$ cat config.mk
export PLATFORM = sky130hd
export DESIGN_NAME = bunny_spawn_scheduler
export DESIGN_NICKNAME = d
export VERILOG_FILES = /design/src/rtl/bunny_spawn_scheduler.sv
export SDC_FILE = /design/constraint.sdc
export NUM_CORES = 1
export LEC_CHECK = 0
export ABC_AREA = 0
export BUFFER_PORTS_ARGS = -buffer_cell sky130_fd_sc_hd__buf_2
export CAP_MARGIN = 20
export CORE_UTILIZATION = 45
export DETAILED_ROUTE_END_ITERATION = 10
export PLACE_DENSITY_LB_ADDON = 0.15
export SLEW_MARGIN = 20
export SYNTH_ARGS = -nofsm -noshare
export SYNTH_HDL_FRONTEND = slang
export SYNTH_SLANG_ARGS = --single-unit
$ cat constraint.sdc
create_clock -name clk -period 4.25 [get_ports clk]
set_clock_uncertainty 0.15 [all_clocks]
set_input_delay 0.85 -clock clk [delete_from_list [all_inputs] [get_ports clk]]
set_output_delay 0.85 -clock clk [all_outputs]
set_load 0.02 [all_outputs]
$ cat src/rtl/bunny_spawn_scheduler.sv
// Round sequencer for the bunny game: picks hole and pre-show delay from the LFSR, times each show, scores hits/misses.
// Optional build macro WRONG_HIT_PENALTY_EN: a wrong-hole press during a show also counts as a miss.
module bunny_spawn_scheduler #(
    parameter int NUM_HOLES  = 8,
    parameter int GAP_MIN    = 10,
    parameter int SHOW_TICKS = 50,
    parameter int MAX_ROUNDS = 20
) (
    input  logic                 clk,
    input  logic                 reset,
    input  logic                 start,
    input  logic                 tick,
    input  logic [7:0]           random,
    input  logic                 hit_valid,
    input  logic [2:0]           hit_hole,
    output logic                 rnd_take,
    output logic [NUM_HOLES-1:0] bunny_on,
    output logic [7:0]           score,
    output logic [7:0]           miss_cnt,
    output logic [4:0]           round_no,
    output logic                 busy,
    output logic                 done
);

    localparam int SPAN   = (SHOW_TICKS > GAP_MIN + 15) ? SHOW_TICKS : GAP_MIN + 15;
    localparam int CW_RAW = $clog2(SPAN + 1);
    localparam int CW     = (CW_RAW > 9) ? CW_RAW : 9;

    typedef enum logic [2:0] {
        S_IDLE  = 3'd0,
        S_ARM   = 3'd1,
        S_DELAY = 3'd2,
        S_SHOW  = 3'd3,
        S_DONE  = 3'd4
    } state_t;

    state_t                 state_r, state_n;
    logic [CW-1:0]          cnt_r, cnt_n;
    logic [2:0]             hole_r, hole_n;
    logic [2:0]             prev_hole_r, prev_hole_n;
    logic                   first_r, first_n;
    logic [7:0]             score_r, score_n;
    logic [7:0]             miss_r, miss_n;
    logic [4:0]             round_r, round_n;
    logic                   rnd_take_r, busy_r, done_r;
    logic [NUM_HOLES-1:0]   bunny_r, bunny_s;

    logic [2:0]             cand_s;
    logic [CW-1:0]          dly_s;
    logic                   hit_s, timeout_s, last_s;
    logic [4:0]             round_inc_s;
    logic                   unused_random_s;

    // Saturating 8-bit add of a small increment.
    function automatic logic [7:0] sat_add(input logic [7:0] val, input logic [1:0] inc);
        logic [8:0] sum;
        sum = {1'b0, val} + {7'd0, inc};
        if (sum[8]) begin
            sat_add = 8'hFF;
        end else begin
            sat_add = sum[7:0];
        end
    endfunction

    assign cand_s          = random[2:0];
    assign dly_s           = CW'(GAP_MIN) + CW'(random[7:4]);
    assign hit_s           = hit_valid && (hit_hole == hole_r);
    assign timeout_s       = tick && (cnt_r == CW'(1));
    assign round_inc_s     = round_r + 5'd1;
    assign last_s          = (round_inc_s == 5'(MAX_ROUNDS));
    assign unused_random_s = random[3];

`ifdef WRONG_HIT_PENALTY_EN
    logic wrong_s;
    assign wrong_s = hit_valid && (hit_hole != hole_r);
`endif

    // State register.
    always_ff @(posedge clk) begin
        if (reset) begin
            state_r <= S_IDLE;
        end else begin
            state_r <= state_n;
        end
    end

    // Next-state and datapath decisions; the tick counter is reloaded on every transition.
    always_comb begin
        state_n     = state_r;
        cnt_n       = cnt_r;
        hole_n      = hole_r;
        prev_hole_n = prev_hole_r;
        first_n     = first_r;
        score_n     = score_r;
        miss_n      = miss_r;
        round_n     = round_r;
        case (state_r)
            S_IDLE, S_DONE: begin
                if (start) begin
                    score_n = 8'd0;
                    miss_n  = 8'd0;
                    round_n = 5'd0;
                    first_n = 1'b1;
                    cnt_n   = {CW{1'b0}};
                    state_n = S_ARM;
                end else begin
                    state_n = state_r;
                end
            end
            S_ARM: begin
                // Never show the same hole twice in a row within a game.
                if (!first_r && (cand_s == prev_hole_r)) begin
                    hole_n = cand_s + 3'd1;
                end else begin
                    hole_n = cand_s;
                end
                prev_hole_n = hole_n;
                first_n     = 1'b0;
                cnt_n       = dly_s;
                state_n     = S_DELAY;
            end
            S_DELAY: begin
                if ((cnt_r == {CW{1'b0}}) || (tick && (cnt_r == CW'(1)))) begin
                    cnt_n   = CW'(SHOW_TICKS);
                    state_n = S_SHOW;
                end else if (tick) begin
                    cnt_n = cnt_r - CW'(1);
                end else begin
                    cnt_n = cnt_r;
                end
            end
            S_SHOW: begin
                if (hit_s) begin
                    score_n = sat_add(score_r, 2'd1);
                    round_n = round_inc_s;
                    cnt_n   = {CW{1'b0}};
                    state_n = last_s ? S_DONE : S_ARM;
                end else if (timeout_s) begin
`ifdef WRONG_HIT_PENALTY_EN
                    miss_n  = sat_add(miss_r, wrong_s ? 2'd2 : 2'd1);
`else
                    miss_n  = sat_add(miss_r, 2'd1);
`endif
                    round_n = round_inc_s;
                    cnt_n   = {CW{1'b0}};
                    state_n = last_s ? S_DONE : S_ARM;
                end else begin
`ifdef WRONG_HIT_PENALTY_EN
                    miss_n  = wrong_s ? sat_add(miss_r, 2'd1) : miss_r;
`endif
                    cnt_n   = tick ? (cnt_r - CW'(1)) : cnt_r;
                end
            end
            default: begin
                state_n = S_IDLE;
            end
        endcase
    end

    assign bunny_s = (state_n == S_SHOW) ? ({{(NUM_HOLES-1){1'b0}}, 1'b1} << hole_n)
                                         : {NUM_HOLES{1'b0}};

    // Datapath and output registers; outputs reflect the state being entered.
    always_ff @(posedge clk) begin
        if (reset) begin
            cnt_r       <= {CW{1'b0}};
            hole_r      <= 3'd0;
            prev_hole_r <= 3'd0;
            first_r     <= 1'b1;
            score_r     <= 8'd0;
            miss_r      <= 8'd0;
            round_r     <= 5'd0;
            rnd_take_r  <= 1'b0;
            busy_r      <= 1'b0;
            done_r      <= 1'b0;
            bunny_r     <= {NUM_HOLES{1'b0}};
        end else begin
            cnt_r       <= cnt_n;
            hole_r      <= hole_n;
            prev_hole_r <= prev_hole_n;
            first_r     <= first_n;
            score_r     <= score_n;
            miss_r      <= miss_n;
            round_r     <= round_n;
            rnd_take_r  <= (state_n == S_ARM);
            busy_r      <= (state_n == S_ARM) || (state_n == S_DELAY) || (state_n == S_SHOW);
            done_r      <= (state_n == S_DONE);
            bunny_r     <= bunny_s;
        end
    end

    assign rnd_take = rnd_take_r;
    assign bunny_on = bunny_r;
    assign score    = score_r;
    assign miss_cnt = miss_r;
    assign round_no = round_r;
    assign busy     = busy_r;
    assign done     = done_r;

endmodule

# == Word level (Yosys, flattened, before mapping) ==
# Index checks and enable logic that the tools add are counted.
# word_totals
register_bits,51
latch_bits,0
in_bits,16
ram_bits,0
romBits,0
n_memories,0
elab_cells,84
out_inout_bits,32
# classes
add_sub_neg,6
order_cmp,0
n_eq_ne,17
n_reduce_logical,19
n_shift,1
n_bitwise,1
n_mux,28
div_mod_pow,0
multipliers,0
# op_table
op,count
8-bit 2-to-1 mux,6
9-bit 2-to-1 mux,5
9-bit one-hot mux with 4 select lines,1
8-bit one-hot mux with 2 select lines,2
3-bit 2-to-1 mux,7
8-bit by 1-bit adder with 9-bit output (second input constant),2
5-bit 2-to-1 mux,3
3-bit by 2-bit equality test with 1-bit output (second input constant),4
3-bit one-hot mux with 4 select lines,1
5-bit one-hot mux with 2 select lines,1
9-bit by 1-bit equality test with 1-bit output (second input constant),1
9-bit logical NOT,1
9-bit by 1-bit subtractor with 9-bit output (second input constant),1
2-bit != test (second input constant),4
1-bit by 3-bit left shift with 8-bit output (first input constant),1
3-bit by 1-bit equality test with 1-bit output (second input constant),2
3-bit equality test,2
3-bit equality test (second input constant),2
3-bit AND reduction,2
4-bit by 4-bit adder with 5-bit output (first input constant),1
5-bit by 1-bit adder with 5-bit output (second input constant),1
5-bit equality test (second input constant),1
2-bit AND reduction,2
4-bit AND reduction,1
other kinds (12),18

# == Longest topological paths before layout ==
# Gate-level depths: netlist (run 1).
# logic_depth
word_depth,9
ltp_mapped,7
depth_no_buf,7

# == Worst setup path before layout (run 1) ==
# OpenSTA, ideal clock, no wires.
# synth_timing
path_type,input -> register
startpoint,input tick
endpoint,register cnt_r[7]
path_buffers,1
required_ns,4.013
setup_time_ns,0.087
arrival_ns,2.249
path_stages,6
path_slack_ns,1.764
cell_sequence,buf_2 -> or4b_2 -> nor3_1 -> nand2_1 -> xor2_1 -> o31ai_1
# synth_between
elab_chain_cells,4
elab_cells_between_ends,7
cone_classes,mux (5); reduce/logical (2)
# synth_rtl
element,line_no,source
"start, declared",12,"input logic tick,"
9-bit 2-to-1 mux / 1-bit logical AND (equally long branches),n/a,
9-bit 2-to-1 mux / 1-bit logical OR (equally long branches),"138, 123",
"9-bit 2-to-1 mux, on equally long branches","133, 123",
9-bit one-hot mux with 4 select lines *,97,case (state_r)
"end signal, assigned",166,cnt_r <= {CW{1'b0}};
"end signal, assigned",178,cnt_r <= cnt_n;
"end, declared",38,"logic [CW-1:0] cnt_r, cnt_n;"
# Every way passes the cells marked *; elsewhere a longest branch is shown, timed or not.
# A chain may end at the register's enable or synchronous reset.

# == Worst setup path in the final report (run 1) ==
# layout_timing
startpoint,input reset
endpoint,"register bunny_r[6], in the netlist bunny_on[6]"
# layout_between
elab_chain_cells,1
# layout_rtl
element,line_no,source
"start, declared",10,"input logic reset,"
2-bit OR reduction (no source line),n/a,
"end signal, assigned",176,bunny_r <= {NUM_HOLES{1'b0}};
"end signal, assigned",188,bunny_r <= bunny_s;
"end, declared",46,"logic [NUM_HOLES-1:0] bunny_r, bunny_s;"
# No other way between the ends.

==> results of run 1 <==
-- metrics by stage --
stage / instances / instance area [µm²] / utilization (%) / worst slack, ns / hold WS (ns)
final: 443 / 3160 / 53.1 / 1.82 / 0.355
after global routing: 443 / 3160 / 53.1 / 1.69 / 0.395
after CTS: 443 / 3160 / 53.1 / 1.77 / 0.358
after detailed placement: 435 / 3040 / 51.0 / 1.44 / 0.334
after global placement: 435 / 3040 / 51.0 / 1.49 / 0.324
after floorplan: 324 / 2780 / - / 1.76 / 0.302
-- per-layer routing --
layer  track usage (%)  up-vias  wire length, µm
met3              3.30        9              187
met5                 0        -                0
met1              28.4     1195             3090
li1                  -     1288                -
met2              34.3       46             3040
met4              8.75        0               93
-- power groups by stage --
stage | registers, mW | clock network (mW) | logic [mW]
final | 0.626 | 0.362 | 0.615
after global routing | 0.639 | 0.389 | 0.688
after CTS | 0.626 | 0.371 | 0.618
after detailed placement | 0.637 | 0 | 0.615
after global placement | 0.634 | 0 | 0.605
after floorplan | 0.625 | 0 | 0.505
-- cell families (layout without fill, tap and decap cells) --
kind of cell    count (synthesis)  after routing  share of synthesized area, %
simple gates                  137            137                          28.3
compound gates                 96             96                          23.6
flops                          51             51                          36.7
buf+inv                        20             64                          4.05
xor+xnor                       11             11                          3.46
fa+ha+maj                       8              8                          3.60
mux                             1              1                         0.360
-- layout by cell type (no fill, tap or decap), types with 4 or more instances in the layout --
| master | Yosys | final |
|---|---|---|
| ha_1 | 8 | 8 |
| o21ai_0 | 22 | 22 |
| a21oi_1 | 29 | 29 |
| dfxtp_1 | 51 | 51 |
| clkbuf_8 | 2 | 6 |
| nor3_1 | 14 | 14 |
| xor2_1 | 8 | 8 |
| nand2_1 | 32 | 32 |
| nor3b_1 | 7 | 7 |
| a31oi_1 | 6 | 6 |
| buf_2 | 2 | 46 |
| nand3_1 | 12 | 12 |
| inv_1 | 8 | 8 |
| and3_1 | 4 | 4 |
| nor2_1 | 31 | 31 |
| a21o_1 | 4 | 4 |
| a211oi_1 | 4 | 4 |
| and2_1 | 4 | 4 |
-- cell usage after synthesis, drive strengths merged (4+ instances only) --
cell type	count	area [µm²]
dfxtp	51	1020
nand2	32	120
nor2	32	123
a21oi	29	145
o21ai	22	110
nor3	15	80.1
nand3	12	60.1
nor3b	10	90.1
ha	8	100
inv	8	30.0
xor2	8	70.1
clkbuf	7	46.3
a31oi	6	37.5
a21o	5	38.8
buf	5	36.3
a211oi	4	30.0
and2	4	25.0
and3	4	25.0
nor4	4	46.3
-- path summary, 6_finish.rpt --
kind         cells after the start                     end                   from
max reg2reg                      5  bunny_on[6]$_SDFF_PP0_  state_r[1]$_SDFF_PP0_
min                              2   score[3]$_SDFFE_PP0P_  score[3]$_SDFFE_PP0P_
min reg2reg                      2   score[3]$_SDFFE_PP0P_  score[3]$_SDFFE_PP0P_
max                              5  bunny_on[6]$_SDFF_PP0_                  reset
-- critical path, stage by stage --
cell and delay [ns]:
buf_2 0.11, inv_1 0.36, o21ai_0 0.36, or4b_4 0.66
nor3b_2 0.19
-- flip-flops by register name (all words and copies together), names as in the netlist, 3 cells and up --
register and count:
round_no 5, state_r 3, bunny_on 8, score 8, hole_r 3, cnt_r 9
miss_cnt 8, prev_hole_r 3
-- final cells by class --
type                            count  area share [%]
Inverter                            8           0.950
Tap cell                           75            2.97
Sequential cell                    51            32.3
Timing Repair Buffer               48            7.76
Clock inverter                      2            1.23
Multi-Input combinational cell    253            52.2
Clock buffer                        6            2.61
==> results.md, run 1 <==
- Netlist Area Pre-Place: roughly 0.0028 mm²
- Leak: roughly 1.2 nW
- Hold Buf Count CTS: 0
- Final Power: 1.60 mW
- Outcome: finished, final reports clean
- Sequential element share of the synthesized area: 36.7%
- Core Area: a little under 0.006 mm²
- Antenna Nets Post-Route: 0
- Net Sw Frac: about two fifths
- Max Clock Freq: between 400 and 500 MHz
- Seq cells post-synth: ~50
- Initial core utilization: 46.7%
- Max Cap Viol: 0
- Routed WL per cell: about 14 µm
- PwrDens: 507 mW/mm²
- Clock Latency Late Sink: about 0.31 ns
- CP Launch Type: input port
- Post-synth cell types: 67
- Multi-input gate area: between 0.0015 and 0.002 mm²
- Clock Pin Slew Worst Setup and Hold Paths: approximately 0.10 ns
- CTS Buffer Depth: 2
- Internal Power: between 0.9 and 1 mW
- Layout fillers: slightly below 600
- Synthesized instance count: around 320
- Post-CTS sizing: 0
- Root Buffer: clkbuf_8
- CTS tree: built
- P_sw: 0.618 mW
- Setup crit end kind: flop
- Mean area per synthesized cell: 8.59 µm²
- Global-route wire length before repair: around 11,000 µm
- Post-DP HPWL: around 4600 µm
- H-tree level count: 2
- Worst slew pin tran: 0.612 ns
- Max Slew Vio Count: 0
- Maximum fanout along the worst path: 13
- Antenna diodes: 0
- Share of cells above drive strength 1: 21.5%
- Area growth, synth to finish: 13.6%
- Via density: 5.73
- IO buf count: 46
- Largest net degree at the start of global routing: 32
- Rel. slew slack: between 50% and 60%
- Post-synth EDFFs: 0
- Initial antenna violation count: 0
- Detailed-router iteration count before antenna repair: 4
- Fin crit share: 57.2%
- Die area: approximately 0.0065 mm²
- Hold crit path type: flop to flop
- DRC violation count after routing: 0
- Final hold vios: 0
- FF+latch area: about 0.0010 mm²
- Final WL: 6410 µm
- Post-synth ARST share: 0%
- DR vias: approximately 2.5k
- Sink Count: 51
- Sequential power share: 39.0%
- Final setup violating endpoints: 0
- Main synth FF type: dfxtp_1
- Die outline width: between 80 and 90 µm
- CP required: about 4.4 ns
- Nets@finish: slightly below 400
- I/O Pins: 48
- Syn. warnings: 0
- Placer Congestion: about 0.83
- DR iter-0 viols: roughly 150
- Setup TNS: 0 ns
- Row count: 28
- Gate power share: a little under two fifths
- Critical Path AT: 2.53 ns
- Global route overflow: 0
- Clk network pwr share: 22.6%
- Worst Setup Path Type: input port to flop
- GRT Util Overall: between 20% and 30%
- Crit path time final: between 2 and 2.5 ns
- Die H: ~80 µm
- RSZ-0062 raised after global routing: false
- Mapped Nets: about 350
- Vias in the first global route: between 2k and 2.5k
- Post-CTS Setup Bufs: 0
- Reg2Reg Setup Slack: 1.95 ns
- VDD IR max: 0.286 mV
- Num CTS Buffers: 5
Power figures use the tool's default switching activity.
==> inputs of run 2 (changes only) <==
==> constraint.sdc (replaced) <==
create_clock -name clk -period 2.41 [get_ports clk]
set_clock_uncertainty 0.15 [all_clocks]
set_input_delay 0.482 -clock clk [delete_from_list [all_inputs] [get_ports clk]]
set_output_delay 0.482 -clock clk [all_outputs]
set_load 0.02 [all_outputs]
==> run 2 against run 1 <==
Worst hold slack about the same. Routed wire length grew 1.4%. Worst setup slack worse by 1.6 ns. First-iteration DRC count up 8.2%. Largest power group is now combinational cells.
==> results.md, run 2 (synthesis results as in run 1) <==
- Worst slew pin tran: 0.518 ns
- GRT Util Overall: a little over a fifth
- Initial antenna violation count: 0
- Final WL: 6500 µm
- Post-route insts no fill: 451
- Global route overflow: 0
- RSZ-0062 raised after global routing: false
- Max Slew Vio Count: 0
- Vias in the first global route: roughly 2.3k
- Final setup violating endpoints: 0
- Max FFs per register: 9
- CP required: 2.50 ns
- Largest net degree at the start of global routing: 32
- Sink Count: 51
- Outcome: finished, final reports clean
- Crit path time final: about 2.2 ns
- Leak: roughly 1.3 nW
- Post-DP HPWL: between 4000 and 5000 µm
- IO buf count: 46
- Commonest non-fill, non-tap cell in the layout: dfxtp_1
- Fin crit share: between 90 and 100%
- Clock Latency Late Sink: ~0.30 ns
- Placer Congestion: just under 0.8
- Maximum fanout along the worst path: 11
- Most flops, register: cnt_r
- Hold crit path type: flop to flop
- Final hold vios: 0
- Worst path slowest cell: dfxtp_1
- Via density: between 5 and 6
- Max Clock Freq: 448 MHz
- Row count: 28
- Root Buffer: clkbuf_8
- Clock Pin Slew Worst Setup and Hold Paths: roughly 0.090 ns
- CTS tree: built
- Cells along the critical path: nand3b_4, a41o_1, buf_4, o21ai_0, o21ai_0, a21oi_1
- Nets@finish: 400
- Worst Path Buf+Inv: 1
- Die H: a little over 80 µm
- Die outline width: approximately 81 µm
- I/O Pins: 48
- Max Cap Viol: 0
- Max incr delay on CP: approximately 0.6 ns
- CP Launch Type: flop
- Cell mode on critical path: o21ai_0
- VDD IR max: between 0.5 and 0.6 mV
- DR vias: 2,562
- PwrDens: approximately 880 mW/mm²
- Initial core utilization: 46.7%
- Layout fillers: approximately 600
- H-tree level count: 2
- Placed Cells: 444
- Area growth, synth to finish: 15.6%
- Core Area: around 0.0060 mm²
- Antenna Nets Post-Route: 0
- Setup crit end kind: flop
- Critical Path AT: around 2.3 ns
- Antenna diodes: 0
- DRC violation count after routing: 0
- Post-CTS Setup Bufs: 0
- CP delay by family, top: compound AO/OA/AOI/OAI gates
- Die area: between 0.006 and 0.007 mm²
- Share of cells above drive strength 1: between 20 and 25%
- Commonest non-fill, non-tap cells in the layout: dfxtp_1, buf_2, nand2_1
- Global-route wire length before repair: 11,000 µm
- Num CTS Buffers: 5
- Setup TNS: 0 ns
- Worst Setup Path Type: flop to flop
- Routed WL per cell: ~14 µm
- Final Util: ~54%
- CTS Buffer Depth: 2
- Rel. slew slack: 65.1%
- Detailed-router iteration count before antenna repair: 4
- DR iter-0 viols: ~160
[run 2: cell type report]
class                      count  area, µm²  share of cell area [%]
multi-input combinational    253       1650                    51.4
sequential                    51       1020                    31.7
timing repair buffer          57        313                    9.72
tap                           75       93.8                    2.92
clock buffer                   5       68.8                    2.14
clock inverter                 2       37.5                    1.17
inverter                       8       30.0                   0.933
[run 2: stage by stage]
step	area (µm²)	setup WS (ns)	hold slack (ns)	power (mW)
6_report	3220	0.179	0.355	2.83
5_1_grt	3220	0.0360	0.364	3.03
4_1_cts	3210	0.207	0.354	2.84
3_5_place_dp	3110	0.0817	0.329	2.25
3_3_place_gp	3110	0.0869	0.323	2.24
2_1_floorplan	2780	0.292	0.302	1.99
[run 2: what timing repair did]
action                     4_1_cts  5_1_grt
gates resized for setup          0        1
hold buffers                     0        0
setup endpoints to repair        0        1
[run 2: final timing paths]
kind / startpoint / end / slack (ns) / depth (start not counted)
min: score[3]$_SDFFE_PP0P_ / score[3]$_SDFFE_PP0P_ / 0.36 / 2
max: state_r[1]$_SDFF_PP0_ / cnt_r[4]$_SDFFE_PP0P_ / 0.18 / 6
max reg2reg: state_r[1]$_SDFF_PP0_ / cnt_r[4]$_SDFFE_PP0P_ / 0.18 / 6
min reg2reg: score[3]$_SDFFE_PP0P_ / score[3]$_SDFFE_PP0P_ / 0.36 / 2
[run 2: power breakdown]
| part | total, mW | switching, mW | internal [mW] |
|---|---|---|---|
| sequential | 1.10 | 0.141 | 0.961 |
| combinational | 1.14 | 0.666 | 0.471 |
| clock | 0.590 | 0.286 | 0.304 |
[run 2: per-layer routing]
layer | GRT usage, % | up-vias | routed length (µm)
met5 | 0 | - | 0
met3 | 3.41 | 5 | 194
met1 | 29.7 | 1208 | 3190
met2 | 35.4 | 47 | 3060
met4 | 4.82 | 0 | 57
li1 | - | 1302 | -
[run 2: worst min-delay path, cell delays in order (launching register included)]
cell and delay, ns:
dfxtp_1 0.35, nand2_1 0.07, o2bb2ai_1 0.05
==> inputs of run 3 (changes only) <==
--- a/config.mk
+++ b/config.mk
@@ -8,8 +8,9 @@
 export ABC_AREA = 0
 export BUFFER_PORTS_ARGS = -buffer_cell sky130_fd_sc_hd__buf_2
 export CAP_MARGIN = 20
-export CORE_UTILIZATION = 45
+export CORE_UTILIZATION = 56
 export DETAILED_ROUTE_END_ITERATION = 10
+export MAX_ROUTING_LAYER = met4
 export PLACE_DENSITY_LB_ADDON = 0.15
 export SLEW_MARGIN = 20
 export SYNTH_ARGS = -nofsm -noshare
==> run 3 against run 2 <==
Routed wire length down 4.4%. Largest cell class unchanged. Via count rose by 1.4%. Final area fell by 0.54%. First-iteration DRC count decreased by 20%. Flip-flop and latch count unchanged. Worst hold slack got worse by 0.0032 ns. Combinational power hardly changed. Sequential power is essentially flat. Utilization rose by 13 points.
==> results.md, run 3 (synthesis results as in run 1) <==
- Share of cells above drive strength 1: 23.7%
- Detailed-router iteration count before antenna repair: 5
- Worst reg2reg path endpoint: bunny_on[6]$_SDFF_PP0_
- Worst path slowest cell: dfxtp_1
- Critical Path AT: ~2.3 ns
- Sink Count: 51
- Global route overflow: 0
- DR vias: about 2.6k
- Clock Latency Late Sink: about 0.30 ns
- Hold Path Cell Cnt: 1
- IO buf count: 46
- RSZ-0062 raised after global routing: false
- Nets@finish: approximately 400
- Setup crit end kind: flop
- Setup TNS: 0 ns
- Reg2Reg Setup Slack: between 0.2 and 0.25 ns
- Cells along the critical path: nand3b_4, a41o_1, o22ai_4, or4b_4, nor3b_2
- Final setup violating endpoints: 0
- Most flops, register: cnt_r
- Initial antenna violation count: 0
- Worst Setup Path Type: flop to flop
- VDD IR max: about 0.58 mV
- Max incr delay on CP: roughly 0.60 ns
- Area growth, synth to finish: 15.0%
- Outcome: finished, final reports clean
- DRC violation count after routing: 0
- Leak: between 1 and 1.5 nW
- Antenna Nets Post-Route: 0
- Row count: 25
- Core Area: ~0.0048 mm²
- Hold Buf Count CTS: 0
- Max Slew Vio Count: 0
- Commonest non-fill, non-tap cells in the layout: dfxtp_1, buf_2, nand2_1
- Placer Congestion: roughly 0.9
- Post-DP HPWL: around 4600 µm
- GRT Util Overall: between 20% and 30%
- Hold endpoint: cnt_r[8]$_SDFFE_PP0P_
- Reg-to-reg startpoint: state_r[1]$_SDFF_PP0_
- Post-CTS Setup Bufs: 0
- Fin Hold WS: ~0.35 ns
- Num CTS Buffers: 5
- Final WL: between 6000 and 7000 µm
- Largest net degree at the start of global routing: 32
- CTS Buffer Depth: 2
- Root Buffer: clkbuf_8
- DR iter-0 viols: between 100 and 150
- Vias in the first global route: between 2k and 2.5k
- Commonest non-fill, non-tap cell in the layout: dfxtp_1
- Global-route wire length before repair: slightly above 10,000 µm
- H-tree level count: 2
- Crit path time final: between 2 and 2.5 ns
- Die H: between 70 and 80 µm
- Crit path from: state_r[1]$_SDFF_PP0_
- Die outline width: between 70 and 80 µm
- Max Clock Freq: 459 MHz
- Clock Pin Slew Worst Setup and Hold Paths: ~0.090 ns
- R2R depth: 5
- CTS tree: built
- Routed WL per cell: between 10 and 15 µm
- I/O Pins: 48
- CP required: 2.50 ns
- CP Launch Type: flop
- Post-CTS sizing: 0
- Fin crit share: 90.4%
- Worst slew pin tran: between 0.4 and 0.5 ns
- Max FFs per register: 9
- Rel. slew slack: ~67%
- Hold crit path type: flop to flop
- Initial core utilization: 58.5%
- Die area: 0.00525 mm²
- PwrDens: around 850 mW/mm²
- Via density: around 5.8
- Final hold vios: 0
- Antenna diodes: 0
- Maximum fanout along the worst path: 11
- Worst Hold Launch: cnt_r[8]$_SDFFE_PP0P_
- Max Cap Viol: 0
run 3: cell type report:
class	count	area, µm²
Clock inverter	3	20.0
Inverter	8	30.0
Clock buffer	5	68.8
Multi-Input combinational cell	253	1650
Timing Repair Buffer	59	328
Sequential cell	51	1020
Fill cell	449	1550
Tap cell	67	83.8
run 3: worst max path at each step:
stage	to	cells past startpoint
2_1_floorplan	cnt_r[7]$_SDFFE_PP0P_	6
3_3_place_gp	bunny_on[0]$_SDFF_PP0_	6
3_5_place_dp	bunny_on[2]$_SDFF_PP0_	5
4_1_cts	bunny_on[5]$_SDFF_PP0_	5
5_1_grt	cnt_r[1]$_SDFFE_PP0P_	6
6_report	bunny_on[6]$_SDFF_PP0_	5
run 3: routing by layer:
layer / wire length (µm) / up-vias / GRT usage (%)
met2: 2930 / 80 / 42.2
met5: 0 / - / -
met1: 2920 / 1203 / 30.9
li1: - / 1308 / -
met4: 73 / 0 / 6.32
met3: 299 / 7 / 5.14
run 3: through the flow:
stage / setup slack (ns) / utilization (%) / power (mW) / std cells / instance area (µm²)
detailed placement: 0.0814 / 65.4 / 2.25 / 438 / 3110
finish: 0.230 / 67.3 / 2.73 / 446 / 3200
global placement: 0.106 / 65.4 / 2.23 / 438 / 3110
global route: 0.0963 / 67.3 / 2.93 / 446 / 3200
floorplan: 0.292 / - / 1.99 / 324 / 2780
CTS: 0.236 / 67.3 / 2.74 / 446 / 3200
run 3: critical path: cells and delay by family (launching register included):
family | cells | cell delay [ns]
flops | 1 | 0.60
compound gates | 2 | 0.47
simple gates | 3 | 0.90
run 3: report_power, final:
part           total, mW  leakage (nW)  internal (mW)  switching (mW)
sequential          1.09         0.414          0.961           0.133
clock              0.485        0.0402          0.202           0.283
combinational       1.15         0.818          0.479           0.672
total               2.73          1.27           1.64            1.09
